### config.mk
export PLATFORM = sky130hd
export DESIGN_NAME = chunked_addsub
export DESIGN_NICKNAME = d
export VERILOG_FILES = /design/src/rtl/addsub_pkg.sv /design/src/rtl/addsub_chunk.sv /design/src/rtl/chunked_addsub.sv
export SDC_FILE = /design/constraint.sdc
export NUM_CORES = 1
export LEC_CHECK = 0
export ABC_AREA = 0
export CORE_AREA = 5 5 73 75
export CTS_CLUSTER_DIAMETER = 100
export DETAILED_ROUTE_END_ITERATION = 16
export DIE_AREA = 0 0 78 80
export PLACE_DENSITY = 0.87
export SYNTH_ARGS = -nofsm -noshare
export SYNTH_HDL_FRONTEND = slang
export SYNTH_HIERARCHICAL = 1
export SYNTH_SLANG_ARGS = --single-unit
### constraint.sdc
create_clock -name clk -period 7.38 [get_ports clk]
set_input_delay 1.107 -clock clk [delete_from_list [all_inputs] [get_ports clk]]
set_output_delay 1.107 -clock clk [all_outputs]
set_load 0.1 [all_outputs]
### src/rtl/addsub_pkg.sv
// Shared types and constants for the chunked add/subtract unit.
// The optional flag outputs are enabled by defining ADDSUB_FLAGS_EN.
package addsub_pkg;

  typedef enum logic [1:0] {
    IDLE = 2'd0,
    BUSY = 2'd1,
    DONE = 2'd2
  } state_e;

  localparam logic OP_ADD = 1'b0;
  localparam logic OP_SUB = 1'b1;

  // Chunk index width, never narrower than one bit so a single-chunk build still has an index.
  function automatic int unsigned idx_width(input int unsigned n);
    return (n > 1) ? $clog2(n) : 1;
  endfunction

endpackage

### src/rtl/addsub_chunk.sv
// CHUNK-bit ripple-carry adder slice; also exposes the carry into its MSB for overflow detection.
module addsub_chunk #(
  parameter int CHUNK = 4
) (
  input  logic [CHUNK-1:0] a,
  input  logic [CHUNK-1:0] b,
  input  logic             cin,
  output logic [CHUNK-1:0] s,
  output logic             cout,
  output logic             c_msb
);

  logic [CHUNK:0] w_c;

  // NOTE: every signal written in always_comb gets a default first, so no path can infer a latch.
  always_comb begin
    w_c    = '0;
    s      = '0;
    w_c[0] = cin;
    for (int i = 0; i < CHUNK; i++) begin
      s[i]     = a[i] ^ b[i] ^ w_c[i];
      w_c[i+1] = (a[i] & b[i]) | (w_c[i] & (a[i] ^ b[i]));
    end
  end

  assign cout  = w_c[CHUNK];
  assign c_msb = w_c[CHUNK-1];

endmodule

### src/rtl/chunked_addsub.sv
// Multi-cycle add/subtract that processes CHUNK bits per clock through one shared adder slice.
// Define ADDSUB_FLAGS_EN to add the signed-overflow (ovf) and zero-result (zero) outputs.
module chunked_addsub
  import addsub_pkg::*;
#(
  parameter int WIDTH = 16,
  parameter int CHUNK = 4
) (
  input  logic             clk,
  input  logic             rst,
  input  logic             in_valid,
  output logic             in_ready,
  input  logic [WIDTH-1:0] a,
  input  logic [WIDTH-1:0] b,
  input  logic             addsub,
  output logic             out_valid,
  input  logic             out_ready,
  output logic [WIDTH-1:0] sum,
  output logic             cout
`ifdef ADDSUB_FLAGS_EN
  ,
  output logic             ovf,
  output logic             zero
`endif
);

  localparam int NCHUNK = WIDTH / CHUNK;
  localparam int IDX_W  = idx_width(NCHUNK);

  if (WIDTH % CHUNK != 0) begin : g_bad_chunk
    $error("chunked_addsub: WIDTH must be a multiple of CHUNK");
  end

  state_e             r_state;
  logic [WIDTH-1:0]   r_a;
  logic [WIDTH-1:0]   r_b;
  logic               r_carry;
  logic [IDX_W-1:0]   r_idx;
  logic [WIDTH-1:0]   r_sum;
  logic               r_cout;

  logic [CHUNK-1:0]   w_a_chunk;
  logic [CHUNK-1:0]   w_b_chunk;
  logic [CHUNK-1:0]   w_s_chunk;
  logic               w_chunk_cout;
  logic [WIDTH-1:0]   w_sum_next;
  logic               w_last;
  logic               w_accept;

  assign w_accept = in_valid && (r_state == IDLE);
  assign w_last   = (r_idx == IDX_W'(NCHUNK - 1));

  // Select the active chunk and build the sum with that chunk replaced.
  always_comb begin
    w_a_chunk  = '0;
    w_b_chunk  = '0;
    w_sum_next = r_sum;
    for (int i = 0; i < NCHUNK; i++) begin
      if (r_idx == IDX_W'(i)) begin
        w_a_chunk                    = r_a[i*CHUNK +: CHUNK];
        w_b_chunk                    = r_b[i*CHUNK +: CHUNK];
        w_sum_next[i*CHUNK +: CHUNK] = w_s_chunk;
      end
    end
  end

`ifdef ADDSUB_FLAGS_EN
  logic w_c_msb;
  logic r_ovf;
  logic r_zero;
`endif

  addsub_chunk #(
    .CHUNK (CHUNK)
  ) u_chunk (
    .a     (w_a_chunk),
    .b     (w_b_chunk),
    .cin   (r_carry),
    .s     (w_s_chunk),
    .cout  (w_chunk_cout),
`ifdef ADDSUB_FLAGS_EN
    .c_msb (w_c_msb)
`else
    .c_msb ()
`endif
  );

  // NOTE: operand registers are pure datapath, loaded on acceptance and never read before then,
  // so they carry no reset.
  always_ff @(posedge clk) begin
    if (w_accept) begin
      r_a <= a;
      r_b <= b ^ {WIDTH{addsub}};
    end
  end

  // NOTE: sequential state uses non-blocking assignments so every register samples pre-edge values.
  always_ff @(posedge clk) begin
    if (rst) begin
      r_state <= IDLE;
      r_carry <= 1'b0;
      r_idx   <= '0;
      r_sum   <= '0;
      r_cout  <= 1'b0;
`ifdef ADDSUB_FLAGS_EN
      r_ovf   <= 1'b0;
      r_zero  <= 1'b0;
`endif
    end else begin
      unique case (r_state)
        IDLE: begin
          if (in_valid) begin
            r_carry <= addsub;
            r_idx   <= '0;
            r_state <= BUSY;
          end
        end
        BUSY: begin
          r_sum   <= w_sum_next;
          r_carry <= w_chunk_cout;
          if (w_last) begin
            r_cout  <= w_chunk_cout;
            r_idx   <= '0;
            r_state <= DONE;
`ifdef ADDSUB_FLAGS_EN
            r_ovf   <= w_c_msb ^ w_chunk_cout;
            r_zero  <= (w_sum_next == '0);
`endif
          end else begin
            r_idx <= r_idx + IDX_W'(1);
          end
        end
        DONE: begin
          if (out_ready) r_state <= IDLE;
        end
        default: r_state <= IDLE;
      endcase
    end
  end

  assign in_ready  = (r_state == IDLE);
  assign out_valid = (r_state == DONE);
  assign sum       = r_sum;
  assign cout      = r_cout;
`ifdef ADDSUB_FLAGS_EN
  assign ovf       = r_ovf;
  assign zero      = r_zero;
`endif

endmodule
Yosys cells after proc, flatten, opt, wreduce, memory -nomap -nowiden
Index checks and enable logic that the tools add are counted.

Flip-flop bits (word level): 54. Input port bits: 37. Output and inout port bits: 19. Logic and storage cells: 67.

$add $sub $neg: 1. Equal/unequal tests: 8. Muxes and demuxes: 17. Bitwise logic cells: 21. Reduce and logical (&&, ||, !) cells: 10.

Operators with widths (number): $mux 4 (8); $xor 16x16->16 (1); $mux 2 (5); $reduce_and 2->1 (5); $and 1x1->1 (8); $xor 1x1->1 (8); $eq 2x2->1 const B (3); $pmux 2 s3 (1); $eq 2x1->1 const B (2); $logic_not 2->1 (2); $ne 2x2->1 const B (2); $or 1x1->1 (4); $pmux 2 s2 (1); $reduce_and 3->1 (1); $add 2x1->2 const B (1); $ne 2x1->1 const B (1); $pmux 1 s2 (1); $reduce_bool 2->1 (1); $logic_and 1x1->1 (1); $mux 1 (1).

Depth between registers and ports, before layout
Gate-level depths: netlist of the first run.

Depth in word-level cells: 15. Gate-level depth with buffers: 14.

Modules after synthesis
Netlist of the first run, hierarchy kept.

Modules (own cells, without submodules): chunked_addsub (instances 1, cells an instance 171, area each 2242.2 um2, sequential area each 1401.3 um2); addsub_chunk (instances 1, cells an instance 12, area each 110.1 um2, sequential area each 0.0 um2).

Worst setup path after synthesis of the first run
OpenSTA, ideal clock, no wires.

Path type: input to register. Start: input port in_valid. End: register r_carry. Arrival time: 3.890 ns. Setup slack: 3.359 ns. Cell stages on the path: 3. Path buffers: 0. Cell sequence: nor3b_1 > nor2b_1 > a2111oi_2.

Longest elaborated chain between the ends: 2.

Ends and longest elaborated chain: start, declared (RTL line chunked_addsub.sv:11) `input logic in_valid,`; $ne 2x2->1 (no source line); $reduce_and 2->1 (no source line); end signal, assigned (RTL line chunked_addsub.sv:113) `r_carry <= addsub;`; end signal, assigned (RTL line chunked_addsub.sv:120) `r_carry <= w_chunk_cout;`; end, declared (RTL line chunked_addsub.sv:37) `logic r_carry;`.

No other way between the ends. A chain may end at the register's enable or synchronous reset.

Final worst setup path of the first run
Start: register r_idx[1]. End: register r_sum[15] (netlist: sum[15]).

Longest elaborated chain between the ends: 13. Elaborated cells between the ends (all ways): 27. Classes of those cells: eq/ne (3); mux (8); bitwise (14); reduce/logical (2).

Ends and longest elaborated chain: start, declared (RTL line chunked_addsub.sv:38) `logic [IDX_W-1:0] r_idx;`; start signal, assigned (RTL line chunked_addsub.sv:130) `r_idx <= r_idx + IDX_W'(1);`; $logic_not 2->1 (RTL line chunked_addsub.sv:59) `if (r_idx == IDX_W'(i)) begin`; $mux 4 (3 in series) (RTL line chunked_addsub.sv:59); $mux 4 (*) (RTL line chunked_addsub.sv:59); via w_a_chunk[0] (RTL line chunked_addsub.sv:42) `logic [CHUNK-1:0] w_a_chunk;`; $xor 1x1->1 (RTL line addsub_chunk.sv:22) `w_c[i+1] = (a[i] & b[i]) | (w_c[i] & (a[i] ^ b[i]));`; $and 1x1->1 (RTL line addsub_chunk.sv:22); $or 1x1->1 (*) (RTL line addsub_chunk.sv:22); $and 1x1->1 (*) (RTL line addsub_chunk.sv:22); $or 1x1->1 (*) (RTL line addsub_chunk.sv:22); $and 1x1->1 (*) (RTL line addsub_chunk.sv:22); $or 1x1->1 (*) (RTL line addsub_chunk.sv:22); via u_chunk.c_msb (RTL line addsub_chunk.sv:10) `output logic c_msb`; $xor 1x1->1 (*) (RTL line addsub_chunk.sv:21) `s[i] = a[i] ^ b[i] ^ w_c[i];`; via w_s_chunk[3] (RTL line chunked_addsub.sv:44) `logic [CHUNK-1:0] w_s_chunk;`; end signal, assigned (RTL line chunked_addsub.sv:119) `r_sum <= w_sum_next;`; end, declared (RTL line chunked_addsub.sv:39) `logic [WIDTH-1:0] r_sum;`.

Mark *: on every way through the listed nets, which the timed path passes. The rest lies on a longest branch.

==> results.md, run 1 <==
- CTS Buf Count: 5
- Seq/Total Area, Yosys: roughly three fifths
- Ys async rst share: 0%
- Drc violations: 0
- Total grt overflow: 0
- Cells after DPL: roughly 280
- CTS resizes: 0
- Initial antenna violation count: 0
- Cell variety after synth: 30
- Fmax: between 200 and 300 MHz
- Post-CTS Hold Buffers: 0
- Avg Vias per Cell: ~5.3
- Largest area contributor in the netlist: edfxtp_1
- Yosys warnings: 6
- Port buffer count: 55
- CP Class: reg -> reg
- Antenna Violating Nets Remaining: 0
- Post-Route WL: 4410 um
- Io pins: 56
- Critical Path RT: about 7.6 ns
- Slew at the pin with the worst max-slew slack: 0.977 ns
- N_diodes: 0
- DP HPWL: approximately 3300 um
- Hold Violations, Final: 0
- Layout cell share with drive strength beyond 1: 6.30%
- Fin Setup TNS: 0 ns
- Initial Util: around half
- Placer Congestion: just under 0.8
- Post-synth top area share: 40.9%
- CTS max path bufs: 2
- Mapped Nets: about 230
- Avg WL per Cell: about 15 um
- P_leak: 1.22 nW
- Tcrit/Tclk final: between 40% and 50%
- DRT Pass-1 Iters: 4
- Tot GR Track Use: 14.4%
- CP max FO: 11
- Worst VDD drop: ~0.13 mV
- Core area: 4600 um2
- Root buffer cell: clkbuf_8
- Syn_area_per_cell: 12.9 um2
- Synthesized area: around 2400 um2
- Clock latency at the later pin of the worst-skew pair: roughly 0.30 ns
- # Max-Cap Violations: 0
- Worst hold-check path type: reg -> reg
- Worst Setup Start Kind: flop
- Post-Syn Instances: ~180
- #FFs+latches synth: 54
- Largest net degree at the start of global routing: 34
- DIE WIDTH: ~78 um
- Area grow syn2layout: 29.1%
- Post-CTS Setup Inserts: 0
- Clock skew: about 0.008 ns
- RSZ-0062 raised after global routing: false
- First-pass GRT wire length: around 7000 um
- EDFF count, synth: 32
- DR iter-0 viols: 59
- Worst-path clk slew: around 0.090 ns
- Vias: approximately 1500
- Layout Cells excl Fill: roughly 300
- Endpoint type of the worst setup path: flop
- Rel. slew slack: 34.7%
- Synth cell count leaders: edfxtp_1, dfxtp_1, nor2_1
- Die Y: about 80 um
- Final setup violation count: 0
- Clock sink total: between 50 and 60
- Slew Limit Fails: 0
- Synth area leaders: edfxtp_1, dfxtp_1, mux2i_1, xor2_1, nor2_1
- Layout fillers: ~360
- Die area: around 6200 um2
- CTS tree: built
- Post-layout min period: around 3.6 ns
- PwrDens: 227 nW/um2
- Most numerous cell in the Yosys netlist: edfxtp_1
- Number of global-route vias before repair: about 1500
- Final #Nets: 282
- H-tree levels: 2
- Row cnt: 25
- Crit path DAT: between 3 and 4 ns
- Status: completed
- Top FF cell, synth: edfxtp_1
[cell type report]
| type | instances | area, um2 | area share (%) |
|---|---|---|---|
| Multi-Input combinational cell | 107 | 855 | 28.1 |
| Clock buffer | 7 | 76.3 | 2.51 |
| Inverter | 13 | 48.8 | 1.61 |
| Timing Repair Buffer | 56 | 558 | 18.4 |
| Sequential cell | 54 | 1400 | 46.1 |
| Tap cell | 54 | 67.6 | 2.22 |
| Clock inverter | 1 | 30.0 | 0.989 |
[registers in the layout (all words and copies together), names as in the netlist]
register / count
sum: 16
r_carry: 1
r_idx: 2
cout: 1
r_a: 16
r_state: 2
r_b: 16
[worst paths after layout]
kind	start	endpoint	slack, ns	cells after the start
setup / recovery	r_idx[1]	sum[15]	3.77	13
hold / removal	r_carry	r_carry	0.50	2
setup reg to reg	r_idx[1]	sum[15]	3.77	13
hold reg to reg	r_carry	r_carry	0.50	2
[critical path: stages (launching register included)]
cell	delay (ns)
dfxtp_1	0.39
inv_1	0.08
ha_1	0.32
nor2b_1	0.47
a22oi_1	0.15
a21oi_1	0.27
fa_1	0.21
inv_1	0.05
fa_1	0.37
fa_1	0.37
inv_1	0.09
fa_1	0.48
mux2i_1	0.17
nor2_1	0.05
[cell usage in the layout (no fill, tap or decap), drive strengths merged, types with 2 or more instances in the layout]
cell            n
a21oi           8
a22oi           7
a32oi           2
clkbuf          7
clkdlybuf4s50  55
dfxtp          22
edfxtp         32
fa              4
ha              4
inv            12
mux2i          18
nand2b          2
nand3b          5
nor2           22
nor2b           2
nor3b           2
o22ai           7
xor2           16
[power breakdown]
group	internal (mW)	switching (mW)	leakage [nW]
clock	0.102	0.0887	0.0524
sequential	0.340	0.00925	0.484
combinational	0.0556	0.0928	0.684
total	0.498	0.191	1.22
[cell families (layout without fill, tap and decap cells)]
family	after synthesis	count (layout)	share of synthesized area, %
buffers and inverters	22	77	4.31
adders and majority gates	8	8	5.53
xor gates and xnor gates	16	16	5.96
and+or+nand+nor	37	37	8.51
muxes	18	18	7.66
DFF	54	54	59.6
AOI/OAI and AO/OA	28	28	8.46
[through the flow]
step	setup WS (ns)	utilization [%]	total power, mW	area (um2)	hold slack [ns]
detailed placement	3.80	63.7	0.505	2930	0.483
finish	3.77	66.0	0.688	3040	0.499
global route	3.49	66.0	0.714	3040	0.530
floorplan	3.36	-	0.456	2350	0.456
global placement	4.12	63.7	0.500	2930	0.473
CTS	3.78	66.0	0.690	3040	0.500
[routing by layer]
layer | global-route usage, % | vias to the layer above | routed length, um | part of all wire (%)
met4 | 4.56 | 0 | 51 | 1.2
met5 | 0 | - | 0 | 0
met1 | 17.4 | 728 | 1820 | 41
met2 | 24.4 | 57 | 2190 | 50
li1 | - | 749 | - | -
met3 | 4.51 | 4 | 359 | 8.1
No activity file was read; power rests on OpenSTA's default activity.
==> inputs of run 2 (changes only) <==
CORE_AREA = 5 5 80 82   (was 5 5 73 75)
DIE_AREA = 0 0 85 87   (was 0 0 78 80)
PLACE_DENSITY = 0.77   (was 0.87)
clock period = 3 ns   (was 7.38 ns; I/O delays follow)
==> results.md, run 2 (synthesized netlist as in run 1, its figures left out) <==
- Status: completed
- Post-CTS Hold Buffers: 0 (unchanged)
- Clock power frac: 24.7% (-2.9 points)
- Cell mode on critical path: fa_2
- Initial Util: 41.4% (-9.7 points)
- DR iter-0 viols: 73 (+24%)
- CP max FO: 4 (-7)
- Worst Setup Start Kind: flop
- Flop pwr share: 51.3% (+0.5 points)
- Final setup violation count: 0 (unchanged)
- Tcrit/Tclk final: 97.9% (+49 points)
- CP top delay family: adder cells
- Die Y: 87 um (+8.8%)
- Reg2Reg Depth: 13 (unchanged)
- Final setup margin: 0.0624 ns (-3.70 ns)
- Layout fillers: 508 (+42%)
- Final #Nets: 296 (+5.0%)
- Worst hold-check path type: reg -> reg
- Crit path DAT: 3.11 ns (-0.67 ns)
- DRT Pass-1 Iters: 6 (+2)
- N_diodes: 0 (unchanged)
- Endpoint type of the worst setup path: flop
- Layout cell share with drive strength beyond 1: 29.0% (+23 points)
- Most frequent cells in the layout: clkdlybuf4s50_1, buf_4, edfxtp_1
- Sw frac: 30.6% (+2.9 points)
- DIE WIDTH: 85 um (+9.0%)
- H-tree levels: 2 (unchanged)
- CTS tree: built
- Comb pwr share: 24.0% (+2.4 points)
- Tot Pwr: 1.68 mW (+140%)
- Area grow syn2layout: 36.9%
- Worst-path clk slew: 0.10 ns (about the same)
- CTS Buf Count: 5 (unchanged)
- Clock sink total: 54 (unchanged)
- CP cell instances: inv_4, ha_4, nor2b_4, a22oi_2, a21oi_2, fa_2, inv_2, fa_2, fa_2, inv_2, fa_2, mux2i_1, nor2_1
- Core area: 5680 um2 (+23%)
- Root buffer cell: clkbuf_8
- Worst VDD drop: 0.286 mV (+130%)
- R2r setup slk: 0.06 ns (-3.70 ns)
- Setup WS pre-CTS: -0.198 ns (-4.00 ns)
- Post-layout min period: 2.94 ns (-0.675 ns)
- Placer Congestion: 0.835 (+5.5%)
- Critical-path top delay cell: fa_2
- Clock skew: 0.00620 ns (-0.00187 ns)
- Avg Vias per Cell: 4.89 (-7.2%)
- Tot GR Track Use: 13.4% (-0.96 points)
- Power Internal: 1.17 mW (+130%)
- Critical Path RT: 3.17 ns (-4.38 ns)
- First-pass GRT wire length: 7800 um (+12%)
- Clock latency at the later pin of the worst-skew pair: 0.31 ns (about the same)
- Drc violations: 0 (unchanged)
- Psw: 0.515 mW (+170%)
- Buf+Inv Stages, Crit Path: 3 (unchanged)
- Launch point of the worst reg-to-reg path: r_idx[0]
- R2r endpoint: sum[11]
- Avg WL per Cell: 15.1 um (-0.32%)
- Row cnt: 28 (+12%)
- CP Class: reg -> reg
- Port buffer count: 55 (unchanged)
- Vias: 1598 (+3.9%)
- P_leak: 1.33 nW (+9.0%)
- # Max-Cap Violations: 0 (unchanged)
- Fmax: 340 MHz (+23%)
- Most common library cell in the layout ignoring fill and taps: clkdlybuf4s50_1
- Antenna Violating Nets Remaining: 0 (unchanged)
- Slew at the pin with the worst max-slew slack: 0.864 ns (-0.113 ns)
- Crit path from: r_idx[0]
- Register area: 1410 um2 (+0.54%)
- Fin Setup TNS: 0 ns (unchanged)
- RSZ-0062 raised after global routing: true
- CTS max path bufs: 2 (unchanged)
- Largest net degree at the start of global routing: 23 (-32%)
- Max incr delay on CP: 0.46 ns (-0.02 ns)
- Slew Limit Fails: 0 (unchanged)
- PwrDens: 522 nW/um2 (+130%)
- Crit path to: sum[11]
- Number of global-route vias before repair: 1679 (+9.9%)
- Die area: 7400 um2 (+19%)
- DP HPWL: 3750 um (+13%)
- Initial antenna violation count: 0 (unchanged)
- Hold Violations, Final: 0 (unchanged)
- Post-Route WL: 4920 um (+12%)
- Hold WS: 0.505 ns (+0.00624 ns)
- Total grt overflow: 0 (unchanged)
- Io pins: 56 (unchanged)
- Worst path depth: 13 (unchanged)
- Multi-input gate area: 950 um2 (+11%)
- Rel. slew slack: 42.2% (+7.5 points)
[run 2: tightest hold or removal path, delay by kind of cell, from the launching register on]
kind	cells	cell delay [ns]
flops	1	0.34
mux	1	0.07
simple gates	1	0.07
[run 2: power groups by stage]
| stage | clock [mW] | combinational [mW] | sequential (mW) |
|---|---|---|---|
| global route | 0.455 | 0.435 | 0.867 |
| floorplan | 0 | 0.166 | 0.955 |
| detailed placement | 0 | 0.375 | 0.878 |
| finish | 0.416 | 0.404 | 0.862 |
| CTS | 0.423 | 0.382 | 0.862 |
| global placement | 0 | 0.366 | 0.877 |
[run 2: how the worst min path moves through the flow]
stage,start,end,slack [ns],cells past startpoint
3_5_place_dp,sum[1],sum[1],0.49,2
2_1_floorplan,r_carry,r_carry,0.46,2
3_3_place_gp,sum[10],sum[10],0.48,2
4_1_cts,r_carry,r_carry,0.51,2
6_report,sum[6],sum[6],0.51,2
5_1_grt,sum[7],sum[7],0.54,2
[run 2: per-stage QoR]
step | std cells | instance area (um2) | util, %
after floorplan | 183 | 2360 | -
final | 327 | 3220 | 56.7
after global placement | 317 | 3010 | 53.0
after detailed placement | 317 | 3010 | 53.0
after global routing | 327 | 3220 | 56.7
after CTS | 326 | 3140 | 55.3
[run 2: what timing repair did]
action | in CTS | in global routing
setup endpoints to repair | 5 | 6
resized for setup | 11 | 22
buffers inserted | 1 | 1
pin swaps | 3 | 8
[run 2: area by class of cell]
| type | count | share of cell area, % |
|---|---|---|
| timing repair buffer | 70 | 19.2 |
| clock inverter | 3 | 0.777 |
| inverter | 13 | 1.71 |
| sequential | 54 | 43.7 |
| multi-input combinational | 107 | 29.5 |
| tap | 75 | 2.91 |
| clock buffer | 5 | 2.14 |
[run 2: metal layers]
metal | track usage, % | wire length, um | vias to the layer above
li1 | - | - | 784
met1 | 15.8 | 2020 | 738
met2 | 22.7 | 2400 | 59
met3 | 4.54 | 361 | 17
met4 | 5.04 | 142 | 0
met5 | 0 | 0 | -
==> inputs of run 3 (changes only) <==
--- a/config.mk
+++ b/config.mk
@@ -10,2 +10,3 @@
 export CTS_CLUSTER_DIAMETER = 100
+export CTS_CLUSTER_SIZE = 8
 export DETAILED_ROUTE_END_ITERATION = 16
--- a/constraint.sdc
+++ b/constraint.sdc
@@ -3,2 +3,2 @@
 set_output_delay 0.45 -clock clk [all_outputs]
-set_load 0.1 [all_outputs]
+set_load 0.01 [all_outputs]
==> results.md, run 3 (synthesized netlist as in run 1, its figures left out) <==
- Worst VDD drop: 0.289 mV (+0.88%)
- Final setup margin: 0.120 ns (+0.0574 ns)
- Worst-path clk slew: 0.09 ns (about the same)
- R2r endpoint: r_carry
- Hold WS: 0.505 ns (-0.000570 ns)
- WHS Endpoint: sum[6]
- Placer Congestion: 0.818 (-2.0%)
- Final setup violation count: 0 (unchanged)
- Setup WS pre-CTS: -0.120 ns (+0.0782 ns)
- CP max FO: 4 (unchanged)
- Vias: 1577 (-1.3%)
- Worst Setup Start Kind: flop
- Drc violations: 0 (unchanged)
- Largest net degree at the start of global routing: 34 (+48%)
- Number of global-route vias before repair: 1653 (-1.5%)
- Endpoint type of the worst setup path: flop
- Initial antenna violation count: 0 (unchanged)
- Post-Route WL: 4760 um (-3.3%)
- Row cnt: 28 (unchanged)
- CTS Buf Count: 5 (unchanged)
- DR iter-0 viols: 73 (unchanged)
- Tot Pwr: 1.64 mW (-2.2%)
- N_diodes: 0 (unchanged)
- CTS tree: built
- Most frequent cells in the layout: clkdlybuf4s50_1, edfxtp_1, nor2_1
- Launch point of the worst reg-to-reg path: r_idx[0]
- Tot GR Track Use: 13.3% (-0.10 points)
- PwrDens: 506 nW/um2 (-3.2%)
- Antenna Violating Nets Remaining: 0 (unchanged)
- Critical Path RT: 3.16 ns (about the same)
- Die Y: 87 um (unchanged)
- Layout cell share with drive strength beyond 1: 20.3% (-8.6 points)
- R2r setup slk: 0.12 ns (+0.06 ns)
- Most common library cell in the layout ignoring fill and taps: clkdlybuf4s50_1
- Total grt overflow: 0 (unchanged)
- RSZ-0062 raised after global routing: false
- Io pins: 56 (unchanged)
- Avg Vias per Cell: 4.84 (-1.0%)
- Fin Setup TNS: 0 ns (unchanged)
- CP Class: reg -> reg
- Port buffer count: 55 (unchanged)
- Clock skew: 0.00488 ns (-0.00132 ns)
- Fmax: 347 MHz (+2.0%)
- Worst hold-check path type: reg -> reg
- Crit path DAT: 3.04 ns (-0.07 ns)
- DRT Pass-1 Iters: 4 (-2)
- Final Core Density: 57.3% (+0.55 points)
- First-pass GRT wire length: 7680 um (-1.5%)
- Tcrit/Tclk final: 96.0% (-1.9 points)
- H-tree levels: 2 (unchanged)
- CTS max path bufs: 2 (unchanged)
- Area grow syn2layout: 38.2%
- Reg2Reg Depth: 13 (unchanged)
- Slew at the pin with the worst max-slew slack: 0.871 ns (+0.00715 ns)
- Hold Violations, Final: 0 (unchanged)
- Hold Crit Depth: 2 (unchanged)
- Status: completed
- Die area: 7400 um2 (unchanged)
- Core area: 5680 um2 (unchanged)
- Clock sink total: 54 (unchanged)
- Root buffer cell: clkbuf_8
- Crit path from: r_idx[0]
- # Max-Cap Violations: 0 (unchanged)
- DIE WIDTH: 85 um (unchanged)
- Post-layout min period: 2.88 ns (-0.0574 ns)
- Initial Util: 41.4% (unchanged)
- Rel. slew slack: 41.7% (-0.48 points)
- Avg WL per Cell: 14.6 um (-3.0%)
- Slew Limit Fails: 0 (unchanged)
- Final #Nets: 295 (-0.34%)
- Clock latency at the later pin of the worst-skew pair: 0.30 ns (about the same)
- DP HPWL: 3610 um (-3.7%)
- Hold Crit Start: sum[6]
- P_leak: 1.29 nW (-2.6%)
## run 3: cell types whose count changed in the layout (fill, tap and decap cells not counted), moves of 2 or more
cell and delta:
buf_4 -21, clkdlybuf4s50_1 +19, ha_2 +2, ha_4 -2
inv_2 +2, inv_4 -2
## run 3: metrics by stage
stage	instance area, um2	cells
finish	3250	326
floorplan	2360	183
global placement	3050	316
detailed placement	3050	316
global route	3250	326
CTS	3170	324
## run 3: worst max path at each step
stage / end / slack (ns) / cells past startpoint
floorplan: sum[15] / 0.03 / 14
global placement: sum[15] / -0.003 / 13
global route: sum[3] / 0.002 / 13
detailed placement: sum[15] / -0.12 / 13
CTS: sum[15] / 0.01 / 12
finish: r_carry / 0.12 / 13
## run 3: cell type report
cell class                      count  area, um2
Fill cell                         482       2420
Clock buffer                        5       68.8
Multi-Input combinational cell    107        928
Inverter                           13       48.8
Timing Repair Buffer               69        663
Clock inverter                      3       40.0
Tap cell                           75       93.8
Sequential cell                    54       1410
## run 3: layer usage
layer	wire length, um	global-route usage (%)	vias to the layer above	part of all wire (%)
met4	112	5.47	0	2.4
met5	0	0	-	0
met1	1980	16.1	726	42
li1	-	-	775	-
met2	2310	22.0	66	48
met3	364	4.16	10	7.6
## run 3: report_power, final
part / switching (mW) / internal, mW / total [mW] / leakage (nW)
registers: 0.0247 / 0.837 / 0.862 / 0.485
clock network: 0.229 / 0.245 / 0.474 / 0.0541
logic: 0.147 / 0.162 / 0.309 / 0.756
total: 0.400 / 1.24 / 1.64 / 1.29
## run 3: worst max-delay path, stage by stage, from the launching register on
cell and delay, ns:
dfxtp_4 0.39, inv_2 0.05, ha_2 0.20, buf_4 0.15, nor2_2 0.22, a21oi_2 0.10, fa_2 0.35, inv_1 0.08
fa_2 0.20, fa_2 0.19, inv_2 0.04, fa_1 0.47, nor3b_2 0.22, a2111oi_2 0.07
## run 3: timing repair
item | 4_1_cts | 5_1_grt
pin swaps | 1 | 5
buffers inserted | 0 | 2
setup endpoints to repair | 5 | 6
hold buffers | 0 | 0
gates resized for setup | 6 | 21
